[config.mk]
export PLATFORM = sky130hd
export DESIGN_NAME = mem_stage_flat
export DESIGN_NICKNAME = d
export VERILOG_FILES = /design/src/rtl/mem_stage_if.sv /design/src/rtl/mem_stage.sv /design/src/flat_wrapper.sv
export SDC_FILE = /design/constraint.sdc
export NUM_CORES = 1
export LEC_CHECK = 0
export ABC_CLOCK_PERIOD_IN_PS = 3000
export CORE_ASPECT_RATIO = 0.75
export CORE_MARGIN = 2
export CORE_UTILIZATION = 46
export CTS_BUF_LIST = sky130_fd_sc_hd__clkbuf_16
export DETAILED_ROUTE_END_ITERATION = 8
export HOLD_SLACK_MARGIN = 0.03
export PLACE_DENSITY = 0.95
export REMOVE_ABC_BUFFERS = 1
export SYNTH_ARGS = -nofsm -noshare
export SYNTH_HDL_FRONTEND = slang
export SYNTH_SLANG_ARGS = --single-unit
[constraint.sdc]
create_clock -name clk -period 3 [get_ports clk]
set_input_delay 0.6 -clock clk [delete_from_list [all_inputs] [get_ports clk]]
set_output_delay 0.6 -clock clk [all_outputs]
set_load 0.1 [all_outputs]
[src/rtl/mem_stage_if.sv]
// Data-memory bus between mem_stage (master) and the data memory (slave).
// req/we/addr/wdata/be are held stable until ack; rdata is valid with ack.
interface mem_stage_if;
  logic        dmem_req;
  logic        dmem_we;
  logic [31:0] dmem_addr;
  logic [31:0] dmem_wdata;
  logic [3:0]  dmem_be;
  logic        dmem_ack;
  logic [31:0] dmem_rdata;

  modport master (
    output dmem_req, dmem_we, dmem_addr, dmem_wdata, dmem_be,
    input  dmem_ack, dmem_rdata
  );

  modport slave (
    input  dmem_req, dmem_we, dmem_addr, dmem_wdata, dmem_be,
    output dmem_ack, dmem_rdata
  );
endinterface

[src/rtl/mem_stage.sv]
// mem_stage: EX/MEM register, load/store unit with req/ack data-memory
// handshake and timeout, and MEM/WB register. Sources forwarding signals
// for execute and stalls the front of the pipe during memory accesses.
// Optional feature macro: MISALIGN_TRAP_EN (trap misaligned lh/lhu/sh/lw/sw).
module mem_stage #(
  parameter int unsigned TIMEOUT = 16
) (
  input  logic        clk,
  input  logic        reset,
  input  logic        ex_valid,
  input  logic [31:0] ALUResult_ex,
  input  logic [31:0] MemWriteData_ex,
  input  logic [4:0]  rdAddr_ex,
  input  logic        RegWrite_ex,
  input  logic        MemRead_ex,
  input  logic        MemWrite_ex,
  input  logic        MemtoReg_ex,
  input  logic [2:0]  funct3_ex,
  output logic [31:0] ALUResult_mem,
  output logic [4:0]  rdAddr_mem,
  output logic        RegWrite_mem,
  output logic        stall_mem,
  mem_stage_if.master bus,
  output logic [31:0] RegWriteData_wb,
  output logic [4:0]  rdAddr_wb,
  output logic        RegWrite_wb,
  output logic        bus_err,
  output logic        misalign_err
);

  localparam int unsigned CW = $clog2(TIMEOUT + 1);

  typedef enum logic [0:0] {
    IDLE = 1'b0,
    WAIT = 1'b1
  } state_t;

  state_t        state_q, state_d;
  logic [CW-1:0] cnt_q, cnt_d;

  // EX/MEM register fields
  logic [31:0] alu_q;
  logic [31:0] swdata_q;
  logic [4:0]  rd_q;
  logic        regwrite_q;
  logic        memread_q;
  logic        memwrite_q;
  logic        memtoreg_q;
  logic [2:0]  f3_q;

  // MEM/WB register fields
  logic [31:0] wbdata_q;
  logic [4:0]  wbrd_q;
  logic        wbwrite_q;

  logic        mem_op;
  logic [1:0]  off;
  logic        misalign;
  logic        timeout_hit;
  logic        stall;
  logic [3:0]  be;
  logic [31:0] wdata;
  logic [31:0] load_data;
  logic [7:0]  ld_byte;
  logic [15:0] ld_half;

  assign mem_op = memread_q | memwrite_q;
  assign off    = alu_q[1:0];

`ifdef MISALIGN_TRAP_EN
  // Misaligned word/halfword accesses are trapped instead of issued.
  always_comb begin
    misalign = 1'b0;
    if (mem_op) begin
      if (f3_q[1:0] == 2'b10 && off != 2'b00)
        misalign = 1'b1;
      else if (f3_q[1:0] == 2'b01 && off[0])
        misalign = 1'b1;
    end
  end
`else
  assign misalign = 1'b0;
`endif

  assign timeout_hit = (state_q == WAIT) && (cnt_q == CW'(TIMEOUT - 1)) && !bus.dmem_ack;
  assign stall       = mem_op && !bus.dmem_ack && !timeout_hit && !misalign;

  // EX/MEM pipeline register; holds while the memory access is outstanding.
  always_ff @(posedge clk) begin
    if (reset) begin
      alu_q      <= '0;
      swdata_q   <= '0;
      rd_q       <= '0;
      regwrite_q <= 1'b0;
      memread_q  <= 1'b0;
      memwrite_q <= 1'b0;
      memtoreg_q <= 1'b0;
      f3_q       <= '0;
    end else if (!stall) begin
      alu_q      <= ALUResult_ex;
      swdata_q   <= MemWriteData_ex;
      rd_q       <= rdAddr_ex;
      regwrite_q <= RegWrite_ex & ex_valid;
      memread_q  <= MemRead_ex & ex_valid;
      memwrite_q <= MemWrite_ex & ex_valid;
      memtoreg_q <= MemtoReg_ex;
      f3_q       <= funct3_ex;
    end
  end

  // Access FSM state and wait-cycle counter.
  always_ff @(posedge clk) begin
    if (reset) begin
      state_q <= IDLE;
      cnt_q   <= '0;
    end else begin
      state_q <= state_d;
      cnt_q   <= cnt_d;
    end
  end

  // Next-state logic: IDLE issues, WAIT counts until ack or timeout.
  always_comb begin
    state_d = state_q;
    cnt_d   = cnt_q;
    unique case (state_q)
      IDLE: begin
        cnt_d = '0;
        if (mem_op && !misalign && !bus.dmem_ack) begin
          state_d = WAIT;
          cnt_d   = CW'(1);
        end
      end
      WAIT: begin
        if (bus.dmem_ack || timeout_hit) begin
          state_d = IDLE;
          cnt_d   = '0;
        end else begin
          cnt_d = cnt_q + CW'(1);
        end
      end
      default: begin
        state_d = IDLE;
        cnt_d   = '0;
      end
    endcase
  end

  // Store lane steering and byte enables; loads enable all four lanes.
  always_comb begin
    be    = 4'b0000;
    wdata = swdata_q;
    if (memwrite_q) begin
      unique case (f3_q[1:0])
        2'b00: begin
          be    = 4'b0001 << off;
          wdata = {4{swdata_q[7:0]}};
        end
        2'b01: begin
          be    = 4'b0011 << {off[1], 1'b0};
          wdata = {2{swdata_q[15:0]}};
        end
        default: be = 4'b1111;
      endcase
    end else if (memread_q) begin
      be = 4'b1111;
    end
  end

  // Load lane extraction with sign/zero extension; a timed-out load yields 0.
  always_comb begin
    ld_byte   = 8'(bus.dmem_rdata >> {off, 3'b000});
    ld_half   = off[1] ? bus.dmem_rdata[31:16] : bus.dmem_rdata[15:0];
    load_data = bus.dmem_rdata;
    unique case (f3_q)
      3'b000:  load_data = {{24{ld_byte[7]}}, ld_byte};
      3'b100:  load_data = {24'h000000, ld_byte};
      3'b001:  load_data = {{16{ld_half[15]}}, ld_half};
      3'b101:  load_data = {16'h0000, ld_half};
      default: load_data = bus.dmem_rdata;
    endcase
    if (timeout_hit)
      load_data = '0;
  end

  // MEM/WB pipeline register; a stall inserts a write-back bubble.
  always_ff @(posedge clk) begin
    if (reset) begin
      wbdata_q  <= '0;
      wbrd_q    <= '0;
      wbwrite_q <= 1'b0;
    end else if (!stall) begin
      wbwrite_q <= regwrite_q & ~misalign;
      wbrd_q    <= rd_q;
      wbdata_q  <= memtoreg_q ? load_data : alu_q;
    end else begin
      wbwrite_q <= 1'b0;
    end
  end

  assign bus.dmem_req   = mem_op && !misalign &&
                          ((state_q == IDLE) || (state_q == WAIT));
  assign bus.dmem_we    = memwrite_q;
  assign bus.dmem_addr  = {alu_q[31:2], 2'b00};
  assign bus.dmem_wdata = wdata;
  assign bus.dmem_be    = be;

  assign ALUResult_mem   = alu_q;
  assign rdAddr_mem      = rd_q;
  assign RegWrite_mem    = regwrite_q;
  assign stall_mem       = stall;
  assign RegWriteData_wb = wbdata_q;
  assign rdAddr_wb       = wbrd_q;
  assign RegWrite_wb     = wbwrite_q;
  assign bus_err         = timeout_hit;
  assign misalign_err    = misalign;

endmodule

[src/flat_wrapper.sv]
// flat-port wrapper written by rule: the top's interface ports become plain ports
module mem_stage_flat 
#(
  parameter int unsigned TIMEOUT = 16
)
  (clk, reset, ex_valid, ALUResult_ex, MemWriteData_ex, rdAddr_ex, RegWrite_ex, MemRead_ex, MemWrite_ex, MemtoReg_ex, funct3_ex, ALUResult_mem, rdAddr_mem, RegWrite_mem, stall_mem, RegWriteData_wb, rdAddr_wb, RegWrite_wb, bus_err, misalign_err, bus_dmem_req, bus_dmem_we, bus_dmem_addr, bus_dmem_wdata, bus_dmem_be, bus_dmem_ack, bus_dmem_rdata);
  mem_stage_if bus_i ();
  input  logic clk;
  input  logic reset;
  input  logic ex_valid;
  input  logic [31:0] ALUResult_ex;
  input  logic [31:0] MemWriteData_ex;
  input  logic [4:0] rdAddr_ex;
  input  logic RegWrite_ex;
  input  logic MemRead_ex;
  input  logic MemWrite_ex;
  input  logic MemtoReg_ex;
  input  logic [2:0] funct3_ex;
  output logic [31:0] ALUResult_mem;
  output logic [4:0] rdAddr_mem;
  output logic RegWrite_mem;
  output logic stall_mem;
  output logic [31:0] RegWriteData_wb;
  output logic [4:0] rdAddr_wb;
  output logic RegWrite_wb;
  output logic bus_err;
  output logic misalign_err;
  output wire logic [$bits(bus_i.dmem_req)-1:0] bus_dmem_req;
  output wire logic [$bits(bus_i.dmem_we)-1:0] bus_dmem_we;
  output wire logic [$bits(bus_i.dmem_addr)-1:0] bus_dmem_addr;
  output wire logic [$bits(bus_i.dmem_wdata)-1:0] bus_dmem_wdata;
  output wire logic [$bits(bus_i.dmem_be)-1:0] bus_dmem_be;
  input wire logic [$bits(bus_i.dmem_ack)-1:0] bus_dmem_ack;
  input wire logic [$bits(bus_i.dmem_rdata)-1:0] bus_dmem_rdata;
  assign bus_dmem_req = bus_i.dmem_req;
  assign bus_dmem_we = bus_i.dmem_we;
  assign bus_dmem_addr = bus_i.dmem_addr;
  assign bus_dmem_wdata = bus_i.dmem_wdata;
  assign bus_dmem_be = bus_i.dmem_be;
  assign bus_i.dmem_ack = bus_dmem_ack;
  assign bus_i.dmem_rdata = bus_dmem_rdata;
  mem_stage #(.TIMEOUT(TIMEOUT)) u_core (.clk(clk), .reset(reset), .ex_valid(ex_valid), .ALUResult_ex(ALUResult_ex), .MemWriteData_ex(MemWriteData_ex), .rdAddr_ex(rdAddr_ex), .RegWrite_ex(RegWrite_ex), .MemRead_ex(MemRead_ex), .MemWrite_ex(MemWrite_ex), .MemtoReg_ex(MemtoReg_ex), .funct3_ex(funct3_ex), .ALUResult_mem(ALUResult_mem), .rdAddr_mem(rdAddr_mem), .RegWrite_mem(RegWrite_mem), .stall_mem(stall_mem), .bus(bus_i), .RegWriteData_wb(RegWriteData_wb), .rdAddr_wb(rdAddr_wb), .RegWrite_wb(RegWrite_wb), .bus_err(bus_err), .misalign_err(misalign_err));
endmodule
**Word level (Yosys, flattened, before mapping)**

Index checks and enable logic that the tools add are counted.

- Output and inout port bits: 149
- Register bits after elaboration: 120
- Word-level logic and storage cells: 52
- Input bits: 112

- Bitwise operators: 5
- Reduce and logical (&&, ||, !) cells: 10
- Add/subtract/negate cells: 1
- Equality and inequality tests: 5
- Shifts and indexed selects: 3
- Multiplexer cells: 15

Operators with widths:

| cell | count |
|---|---|
| $pmux 32 s4 | 1 |
| $mux 32 | 3 |
| $pmux 32 s2 | 1 |
| $shr 32x5->8 | 1 |
| $mux 16 | 1 |
| $pmux 5 s2 | 1 |
| $mux 4 | 2 |
| $pmux 4 s2 | 1 |
| $eq 3x3->1 const B | 2 |
| $add 5x1->5 const B | 1 |
| $eq 5x4->1 const B | 1 |
| $mux 5 | 1 |
| $logic_and 1x1->1 | 4 |
| $shl 1x2->4 const A | 1 |
| $shl 2x2->4 const A | 1 |
| $and 1x1->1 | 3 |
| $eq 3x1->1 const B | 1 |
| $logic_not 3->1 | 1 |
| $mux 1 | 3 |
| $eq 2x1->1 const B | 1 |
| $logic_not 1->1 | 2 |
| $logic_not 2->1 | 1 |
| $pmux 1 s2 | 1 |
| $reduce_or 2->1 | 1 |
| other kinds (3) | 3 |

**Depth between registers and ports, before layout**

- Depth in word-level cells: 6
- Gate-level depth with buffers: 9
- Mapped depth without buffers: 7

**Worst setup path after synthesis**

Ideal clock, no wire load.

- Kind: flip-flop to output port
- Start point: register u_core.memwrite_q (netlist: u_core.bus.dmem_we)
- End point: output bus_dmem_wdata[30]
- Arrival: 3.260 ns
- Stages on the path, launching flop included: 6
- Setup slack: -0.860 ns
- Required time: 2.400 ns
- Path through: dfxtp_1 -> nor2b_1 -> clkbuf_1 -> clkbuf_1 -> nor2_1 -> a21oi_1

- Word-level cells in the longest chain between the ends: 1

RTL lines:

| element | RTL line | source |
|---|---|---|
| from (decl) | mem_stage.sv:47 | `logic memwrite_q;` |
| from (signal assigned) | mem_stage.sv:105 | `memwrite_q <= MemWrite_ex & ex_valid;` |
| $mux 32 | mem_stage.sv:153 | `if (memwrite_q) begin` |
| to (decl) | flat_wrapper.sv:31 | `output wire logic [$bits(bus_i.dmem_wdata)-1:0] bus_dmem_wdata;` |

Every way passes these cells.

**Worst setup path after layout**

- Start point: register u_core.f3_q[0]
- End point: output bus_dmem_be[3]

- Word-level cells in the longest chain between the ends: 3
- Elaborated cells between the ends (all ways): 4
- Those cells by class: eq/ne (1); mux (2); reduce/logical (1)

RTL lines:

| element | RTL line | source |
|---|---|---|
| from (decl) | mem_stage.sv:49 | `logic [2:0] f3_q;` |
| from (signal assigned) | mem_stage.sv:107 | `f3_q <= funct3_ex;` |
| $eq 2x1->1 or $logic_not 2->1 (tied branches) | mem_stage.sv:154 | `unique case (f3_q[1:0])` |
| $pmux 4 s2 * | mem_stage.sv:154 |  |
| $mux 4 * | mem_stage.sv:153 |  |
| to (decl) | flat_wrapper.sv:32 | `output wire logic [$bits(bus_i.dmem_be)-1:0] bus_dmem_be;` |

Mark *: on every way between the ends. The rest lies on a longest branch, timed or not.

==> results by group <==
Outcome
  • Status: finished clean

Detailed routing
  • Vias: 6127
  • Post-DRT Antenna Nets: 0
  • Avg Vias per Cell: 5.34
  • Pre-antenna DRT Iters: 5
  • Drt drc: 0
  • WL/cell: 16.8 µm
  • Initial DRC Count: 322
  • Final WL: 19300 µm

STA
  • Slew @ Worst Pin: 678 ps
  • Setup Skew: 10.5 ps
  • Final Hold Viols: 0
  • Final Max Tran Viols: 0
  • Max-slew headroom: 54.7%
  • Setup slack after layout: 375 ps
  • Final Cycle Share: 87.5%
  • Setup Viol. Count Final: 0
  • RSZ-0062 raised after global routing: false
  • Crit path time final: 2620 ps
  • Max Freq: 381 MHz
  • Worst hold slack: 456 ps

Setup path
  • Required @ worst endpoint: 2400 ps
  • Worst setup SP type: flip-flop
  • Critical path arrival: 2020 ps
  • CP Capture Type: output pin
  • Crit path max fanout: 20
  • Setup Crit Path Kind: flip-flop to output pin

Clock tree
  • Postcts setup bufs: 0
  • Post_cts resized: 0
  • Worst-Skew Late Latency: 410 ps
  • Clock-pin slew on the worst setup and hold paths: 60 ps
  • CTS max path bufs: 2
  • Clock Sinks: 120
  • CTS tree: done
  • H-tree depth: 4
  • Inserted Clock Buffers: 17
  • CTS Hold Buffers Added: 0
  • CTS Root Cell: clkbuf_16

Global route
  • Initial antenna violation count: 1
  • Pin count of the biggest net entering global routing: 146
  • Met2 Use GR: 47.4%
  • Vias in the first global route: 5779
  • Gr ovfl total: 0
  • Total GRT Usage: 27.0%
  • First-pass GRT wire length: 29400 µm
  • M1 GR Usage: 31.0%
  • Met3 usage: 10.8%
  • Layer with the highest usage: met2

Yosys
  • Async set-reset flop share out of synthesis: 0%
  • #FFs+latches synth: 120
  • Main synth FF type: dfxtp_1
  • Register area share after synthesis: 40.2%
  • Syn. warnings: 0
  • Mapped Cells: 779
  • Distinct cells, synth: 41
  • Post-synth EDFFs: 0
  • Post-Syn Area: 5980 µm²
  • Avg Inst Size Synth: 7.67 µm²

Worst hold path
  • Worst min-delay path class: flip-flop to flip-flop

Final layout
  • Layout cell share with drive strength beyond 1: 21.4%
  • Final instance area: 8900 µm²
  • Area grow syn2layout: 48.9%
  • Ant diodes: 0
  • Final std cells w/o fill: 1148
  • Layout net count: 1080

Placed design
  • Number of buffers added on ports: 257
  • DP HPWL: 13300 µm
  • GPL Wtd Cong: 0.786
  • Placed Area: 8330 µm²
  • Pre-CTS setup slack: 463 ps
  • Placed cells: 1118

Floorplan
  • Starting Density: 46.5%
  • Num rows: 36
  • Core ar.: 12800 µm²
  • Die width: 136 µm
  • IO Pins: 261
  • Die area: 13900 µm²
  • Die H: 103 µm

Power and ir drop
  • Maximum VDD drop: 0.000408 V
  • PwrDens: 650 nW/µm²
  • Leakage: 3.77 nW

Run
  • Max-cap check violation count: 0
[kinds of logic (layout without fill, tap and decap cells)]
family / count (synthesis) / count (layout) / share of synthesized area [%]
multiplexers: 25 / 25 / 4.77
AND/OR/NAND/NOR: 320 / 320 / 22.8
XOR/XNOR: 2 / 2 / 0.293
AO/OA/AOI/OAI: 188 / 188 / 20.3
adder cells (fa/ha/maj): 2 / 2 / 0.419
buffers and inverters: 121 / 317 / 11.2
flip-flops: 120 / 120 / 40.2
other: 1 / 3 / 0.0628
[registers in the layout, summed over array words and instances, names as in the netlist]
name,flops
u_core.f3_q,3
u_core.RegWrite_mem,1
u_core.RegWriteData_wb,32
u_core.memread_q,1
u_core.bus.dmem_we,1
u_core.cnt_q,5
u_core.swdata_q,32
u_core.RegWrite_wb,1
u_core.memtoreg_q,1
u_core.rdAddr_wb,5
u_core.state_q,1
u_core.rdAddr_mem,5
u_core.ALUResult_mem,32
[cell type report]
| class | instances | area [µm²] |
|---|---|---|
| fill | 965 | 3940 |
| multi-input combinational | 540 | 2930 |
| timing repair buffer | 272 | 2730 |
| sequential | 120 | 2400 |
| clock buffer | 17 | 425 |
| tap | 171 | 214 |
| clock inverter | 13 | 140 |
| inverter | 15 | 56.3 |
[layer usage]
layer / wire, µm / part of all wire [%]
met1: 7680 / 40
met2: 9520 / 49
met3: 1850 / 9.6
met4: 196 / 1.0
met5: 13 / 0.068
[Yosys cell counts, drive strengths merged, types with 2 or more instances]
cell       n  area share (%)
clkbuf    29             1.8
nand2    205              13
nor2b      3            0.31
a32oi      7             1.0
mux4       2            0.75
inv       15            0.94
mux2       8             1.5
nor3b     10             1.3
o2111ai    8             1.3
o21ai     18             1.5
buf       77             8.4
o211ai    23             2.9
nand2b    33             3.5
a311oi    32             4.7
a21oi     95             8.0
dfxtp    120              40
nor2      58             3.7
ha         2            0.42
nand3      4            0.34
mux2i     15             2.5
a211o      2            0.44
[through the flow]
stage               setup TNS, ps  power, mW  util [%]
floorplan                 -312740       3.19         -
global placement                0       3.81      64.9
detailed placement              0       3.83      64.9
CTS                             0       5.81      69.3
global route                    0       5.98      69.3
finish                          0       5.79      69.3
[final timing paths]
kind / cells after the start / slack, ps / end / start
worst min-delay path: 2 / 460 / u_core.swdata_q[30] / u_core.swdata_q[30]
worst max-delay path: 4 / 380 / bus_dmem_be[3] / u_core.f3_q[0]
worst min register to register: 2 / 460 / u_core.swdata_q[30] / u_core.swdata_q[30]
worst max register to register: 8 / 650 / u_core.swdata_q[29] / u_core.cnt_q[0]
[power breakdown]
group          switching (mW)  internal (mW)
clock                   0.710           1.28
sequential             0.0944           1.71
combinational            1.45          0.549
[layout by cell type (no fill, tap or decap), types with 2 or more instances in the layout]
cell type / n
a311oi_1: 32
mux4_2: 2
ha_1: 2
clkinv_2: 3
buf_12: 33
mux2i_1: 15
nand2_1: 205
nand2b_1: 33
nor2b_2: 2
nor3b_1: 10
clkbuf_16: 17
inv_2: 2
nand3_1: 4
a211o_4: 2
a21oi_1: 94
a32oi_1: 7
nor2_1: 57
conb_1: 3
clkinv_1: 3
bufinv_16: 3
o21ai_0: 18
o2111ai_1: 7
buf_4: 129
mux2_2: 8
inv_1: 15
clkdlybuf4s50_1: 110
o211ai_1: 23
dfxtp_1: 119
[worst max-delay path, stage by stage, from the launching register on]
cell and delay (ps):
dfxtp_1 610, buf_4 350, o21ai_0 150, a21oi_1 280
buf_12 220
No activity file was read; power rests on OpenSTA's default activity.
==> RTL edit 1 (same flow settings) <==
Build with the macro `MISALIGN_TRAP_EN` defined.
--- a/src/rtl/mem_stage.sv
+++ b/src/rtl/mem_stage.sv
@@ -3,4 +3,6 @@
 // for execute and stalls the front of the pipe during memory accesses.
 // Optional feature macro: MISALIGN_TRAP_EN (trap misaligned lh/lhu/sh/lw/sw).
+`define MISALIGN_TRAP_EN
+
 module mem_stage #(
   parameter int unsigned TIMEOUT = 16
Function: changed (Yosys sat finds a counterexample within 4 cycles, from zero or initial values and one cycle with reset high).
==> RTL edit 1 against the original RTL <==
Maximum frequency fell by 6.1%. Die area fell by 3.3%. Routed wire length fell by 2.2%. Total power rose by 0.61%. Worst setup slack got worse by 0.17 ns. Sequential cell count did not move. Area after synthesis fell by 3.4%. Cell area fell by 1.8%. Hold slack got worse by 0.0043 ns. Non-clock buffer count rose by 2. Critical path depth rose by 3. Critical endpoint is now bus_dmem_wdata[14].
==> RTL edit 1: results (changes against the original RTL) <==
Routing
  – Initial DRC Count: 433 (was 322)
  – Via count: 6025 (was 6127)
  – Final WL: 18800 um (was 19300 um)

Layout
  – Non-Filler Instances: 1131 (was 1148)
  – Buffers excl. clock: 274 (was 272)
  – Clk cell area share: 6.73% (was 6.36%)
  – Layout Utilization: 71.3% (was 69.3%)
  – Inverter count: 10 (was 15)
  – Register area: 2400 um2 (about the same)
  – Filler cells: 957 (was 965)
  – #MultiIn Comb: 529 (was 540)
  – Non-clock buffering overhead in the final layout: 31.8% (was 30.7%)
  – Layout cells sized above 1: 22.3% (was 21.4%)

Setup path
  – Largest fanout on the critical path: 22 (was 20)
  – Critical path's largest stage delay: 0.38 ns (was 0.61 ns)
  – Crit path max-delay family: buffers and inverters (was flip-flops)

Global routing
  – GRT Util Overall: 27.5% (was 27.0%)
  – Largest net degree at the start of global routing: 113 (was 146)
  – First-pass GRT wire length: 29300 um (was 29400 um)
  – Vias in the first global route: 5520 (was 5779)

Power and ir drop
  – Switching part of the total: 39.0% (about the same)
  – Largest vdd supply drop: 0.000462 V (was 0.000408 V)

Die
  – Rows: 35 (was 36)

Synth
  – Most frequent cells after synthesis: nand2_1, dfxtp_1, a21oi_1, nor2_1, buf_4 (unchanged)
  – Sequential share of the synthesized area: 41.6% (was 40.2%)
  – Mapped Cells: 758 (was 779)

Place
  – Gpl congestion: 0.867 (was 0.786)
  – HPWL after detailed placement: 13400 um (was 13300 um)
  – Placed Area: 8150 um2 (was 8330 um2)

STA
  – Worst Skew: 0.0113 ns (was 0.0105 ns)
  – Hold slack: 0.451 ns (was 0.456 ns)
  – Worst-Margin Slew: 1.03 ns (was 0.678 ns)

Run status
  – Status: finished, final reports clean (unchanged)
## RTL edit 1: cell types whose count changed in the layout (fill, tap and decap cells not counted), moves of 8 or more
cell      delta
a211oi_1    +38
a21oi_1     +21
a311oi_1    -32
mux2_2       +9
nand2_1      -8
nand2b_1    -23
nor3_1      +15
nor3b_1      -9
o211ai_1    -22
o21ai_0     +11
## RTL edit 1: power by group through the flow
stage,logic (mW),clock network [mW],registers [mW]
floorplan,0.550,0,2.64
global placement,1.98,0,1.83
detailed placement,1.99,0,1.84
CTS,2.00,2.05,1.81
global route,2.07,2.12,1.82
finish,2.00,2.02,1.81
## RTL edit 1: path summary, 6_finish.rpt
| kind | depth (start not counted) | start | slack [ns] | to |
|---|---|---|---|---|
| min reg2reg | 2 | u_core.swdata_q[18]$_SDFFE_PP0N_ | 0.45 | u_core.swdata_q[18]$_SDFFE_PP0N_ |
| min | 2 | u_core.swdata_q[18]$_SDFFE_PP0N_ | 0.45 | u_core.swdata_q[18]$_SDFFE_PP0N_ |
| max | 7 | u_core.f3_q[1]$_SDFFE_PP0N_ | 0.20 | bus_dmem_wdata[14] |
| max reg2reg | 9 | u_core.cnt_q[0]$_SDFF_PP0_ | 0.63 | u_core.RegWriteData_wb[31]$_SDFFE_PP0N_ |
## RTL edit 1: logic make-up after synthesis
| group | synth area share [%] |
|---|---|
| buffers and inverters | 11.4 |
| multiplexers | 4.70 |
| XOR/XNOR | 0.455 |
| AO/OA/AOI/OAI | 20.7 |
| other | 0.0650 |
| AND/OR/NAND/NOR | 20.6 |
| adder cells (fa/ha/maj) | 0.433 |
| flip-flops | 41.6 |
## RTL edit 1: layer usage
metal	up-vias	GRT usage (%)	part of all wire (%)
li1	2922	-	-
met1	2810	35.8	42
met2	276	44.8	47
met5	-	0	0
met3	17	9.05	9.4
met4	0	5.81	0.93
==> RTL edit 2 (same flow settings) <==
Without the edit above. Put a register stage on the outputs `bus_err` and `misalign_err`, without a reset. The values now appear one clock later. The other outputs are not delayed to match.
--- a/src/rtl/mem_stage.sv
+++ b/src/rtl/mem_stage.sv
@@ -213,6 +213,8 @@
   assign rdAddr_wb       = wbrd_q;
   assign RegWrite_wb     = wbwrite_q;
-  assign bus_err         = timeout_hit;
-  assign misalign_err    = misalign;
+  always_ff @(posedge clk) begin
+    bus_err      <= timeout_hit;
+    misalign_err <= misalign;
+  end
 
 endmodule
Check against the original RTL: same outputs for any inputs over 4 cycles, from zero or initial values and one cycle with reset high; that may be too few to reach the edited logic, so the function may still have changed.
==> RTL edit 2 against the original RTL <==
Sequential share of layout area increased by 0.099 points. Area after synthesis increased by 0.34%. Cell area increased by 0.46%. Sequential cell count increased by 1. Clock skew about the same. Worst setup slack got worse by 0.050 ns. Routed wire length increased by 4.2%. Die area increased by 0.32%. Critical path depth increased by 2. Total power increased by 2.1%. Count of clock-buffer cells in the layout unchanged. First-iteration DRC count increased by 13%. Maximum frequency decreased by 1.9%. Largest power group is now the clock network.
==> RTL edit 2: results (changes against the original RTL) <==
Setup path
  – Slowest cell on the critical path: a211o_4 (was dfxtp_1)
  – Worst reg-to-reg path cell count: 7 (was 8)
  – CP Capture Point: stall_mem (was bus_dmem_be[3])
  – Crit path max-delay family: adder cells (was flip-flops)
  – Worst R2R Setup Slack: 0.70 ns (was 0.65 ns)
  – Largest fanout on the critical path: 4 (was 20)
  – Setup crit start: u_core.cnt_q[0]$_SDFF_PP0_ (was u_core.f3_q[0]$_SDFFE_PP0N_)
  – R2R Path End: u_core.RegWriteData_wb[26]$_SDFFE_PP0N_ (was u_core.swdata_q[29]$_SDFFE_PP0N_)
  – Critical path's largest stage delay: 0.37 ns (was 0.61 ns)

Global routing
  – Largest net degree at the start of global routing: 146 (unchanged)
  – Initial antenna violation count: 1 (unchanged)
  – Vias in the first global route: 5901 (was 5779)
  – GRT Util Overall: 28.2% (was 27.0%)
  – First-pass GRT wire length: 30800 um (was 29400 um)

Layout
  – N_diodes: 0 (unchanged)
  – Nets@finish: 1079 (was 1080)
  – Layout cells sized above 1: 21.7% (was 21.4%)

Clocking
  – Post-CTS Setup Bufs: 0 (unchanged)
  – CTS Buf Count: 17 (unchanged)
  – H-Tree Level Count: 4 (unchanged)
  – Worst skew pair latency: 0.40 ns
  – Cts repair resizes: 0 (unchanged)

Run status
  – Status: finished, final reports clean (unchanged)

Hold path
  – Hold crit path type: flop to flop (unchanged)
  – Hold Startpoint: u_core.swdata_q[22]$_SDFFE_PP0N_ (was u_core.swdata_q[30]$_SDFFE_PP0N_)

STA
  – Worst Skew: 0.0106 ns (was 0.0105 ns)
  – Final WS setup: 0.325 ns (was 0.375 ns)
  – Worst slew margin: 56.1% (was 54.7%)

Synth
  – Ys async rst share: 0% (unchanged)
  – Synth Flop Type: dfxtp_1 (unchanged)
  – Area contributors post-synth: dfxtp_1, nand2_1, a21oi_1 (unchanged)
  – Sequential share of the synthesized area: 40.4% (was 40.2%)
  – Synth warn: 0 (unchanged)
  – Most frequent cells after synthesis: nand2_1, dfxtp_1, a21oi_1, nor2_1, buf_4 (unchanged)

Routing
  – Via count: 6305 (was 6127)
  – Drt pass-1 iters: 6 (was 5)
  – WL/cell: 17.5 um (was 16.8 um)
  – DRC: 0 (unchanged)
  – Initial DRC Count: 363 (was 322)

Place
  – HPWL after detailed placement: 13400 um (was 13300 um)
  – Port Buffer Count: 257 (unchanged)
  – Gpl congestion: 0.830 (was 0.786)
  – Place WS: 0.516 ns (was 0.463 ns)

Power and ir drop
  – Leakage power: 3.78 nW (was 3.77 nW)
  – Largest vdd supply drop: 0.000449 V (was 0.000408 V)
## RTL edit 2: cell count changes in the layout (fill, tap and decap cells not counted), sizes merged
| cell | delta |
|---|---|
| buf | -2 |
| clkinv | -3 |
| clkinvlp | +3 |
| dfxtp | +1 |
| inv | +2 |
## RTL edit 2: worst min-delay path by stage
| stage | end | slack, ns | cells after the start |
|---|---|---|---|
| 6_report | u_core.swdata_q[22]$_SDFFE_PP0N_ | 0.46 | 2 |
| 5_1_grt | u_core.swdata_q[20]$_SDFFE_PP0N_ | 0.48 | 2 |
| 4_1_cts | u_core.swdata_q[31]$_SDFFE_PP0N_ | 0.45 | 2 |
| 3_5_place_dp | u_core.swdata_q[29]$_SDFFE_PP0N_ | 0.45 | 2 |
| 3_3_place_gp | u_core.swdata_q[24]$_SDFFE_PP0N_ | 0.44 | 2 |
| 2_1_floorplan | u_core.swdata_q[16]$_SDFFE_PP0N_ | 0.43 | 2 |
## RTL edit 2: layer usage
metal | share of wire [%] | GRT usage [%]
met4 | 2.2 | 10.5
met5 | 0.065 | 0
met3 | 9.7 | 9.39
met2 | 49 | 49.2
met1 | 39 | 32.5
## RTL edit 2: logic make-up (layout without fill, tap and decap cells)
| logic type | count (synthesis) | after routing | share of synthesized area, % |
|---|---|---|---|
| simple gates | 320 | 320 | 22.7 |
| compound gates | 188 | 188 | 20.3 |
| flops | 121 | 121 | 40.4 |
| buf+inv | 121 | 317 | 11.1 |
| mux | 25 | 25 | 4.76 |
| fa+ha+maj | 2 | 2 | 0.417 |
| xor+xnor | 2 | 2 | 0.292 |
| other cells | 1 | 3 | 0.0625 |
## RTL edit 2: cell type report
cell class	count	area, um2
Clock buffer	17	425
Clock inverter	15	176
Fill cell	967	3900
Inverter	15	56.3
Multi-Input combinational cell	540	2930
Sequential cell	121	2420
Tap cell	171	214
Timing Repair Buffer	270	2720
## RTL edit 2: stage by stage
stage               hold WS, ns  cells  utilization, %  area (um2)
floorplan                 0.426    676               -        5390
global placement          0.438   1117            64.9        8340
detailed placement        0.448   1117            64.9        8340
CTS                       0.455   1149            69.6        8940
global route              0.480   1149            69.6        8940
finish                    0.456   1149            69.6        8940
## RTL edit 2: where the power goes
part	switching [mW]	internal [mW]	leakage, nW	total (mW)
clock	0.775	1.31	0.285	2.08
sequential	0.0962	1.72	1.00	1.82
combinational	1.46	0.549	2.49	2.01
## RTL edit 2: worst reg2reg max path, cell delays in order (launching register included)
cell	delay [ns]
dfxtp_1	0.36
ha_1	0.19
and3_1	0.16
ha_1	0.23
a211o_4	0.18
buf_12	0.44
nor2_1	0.28
a311oi_1	0.36
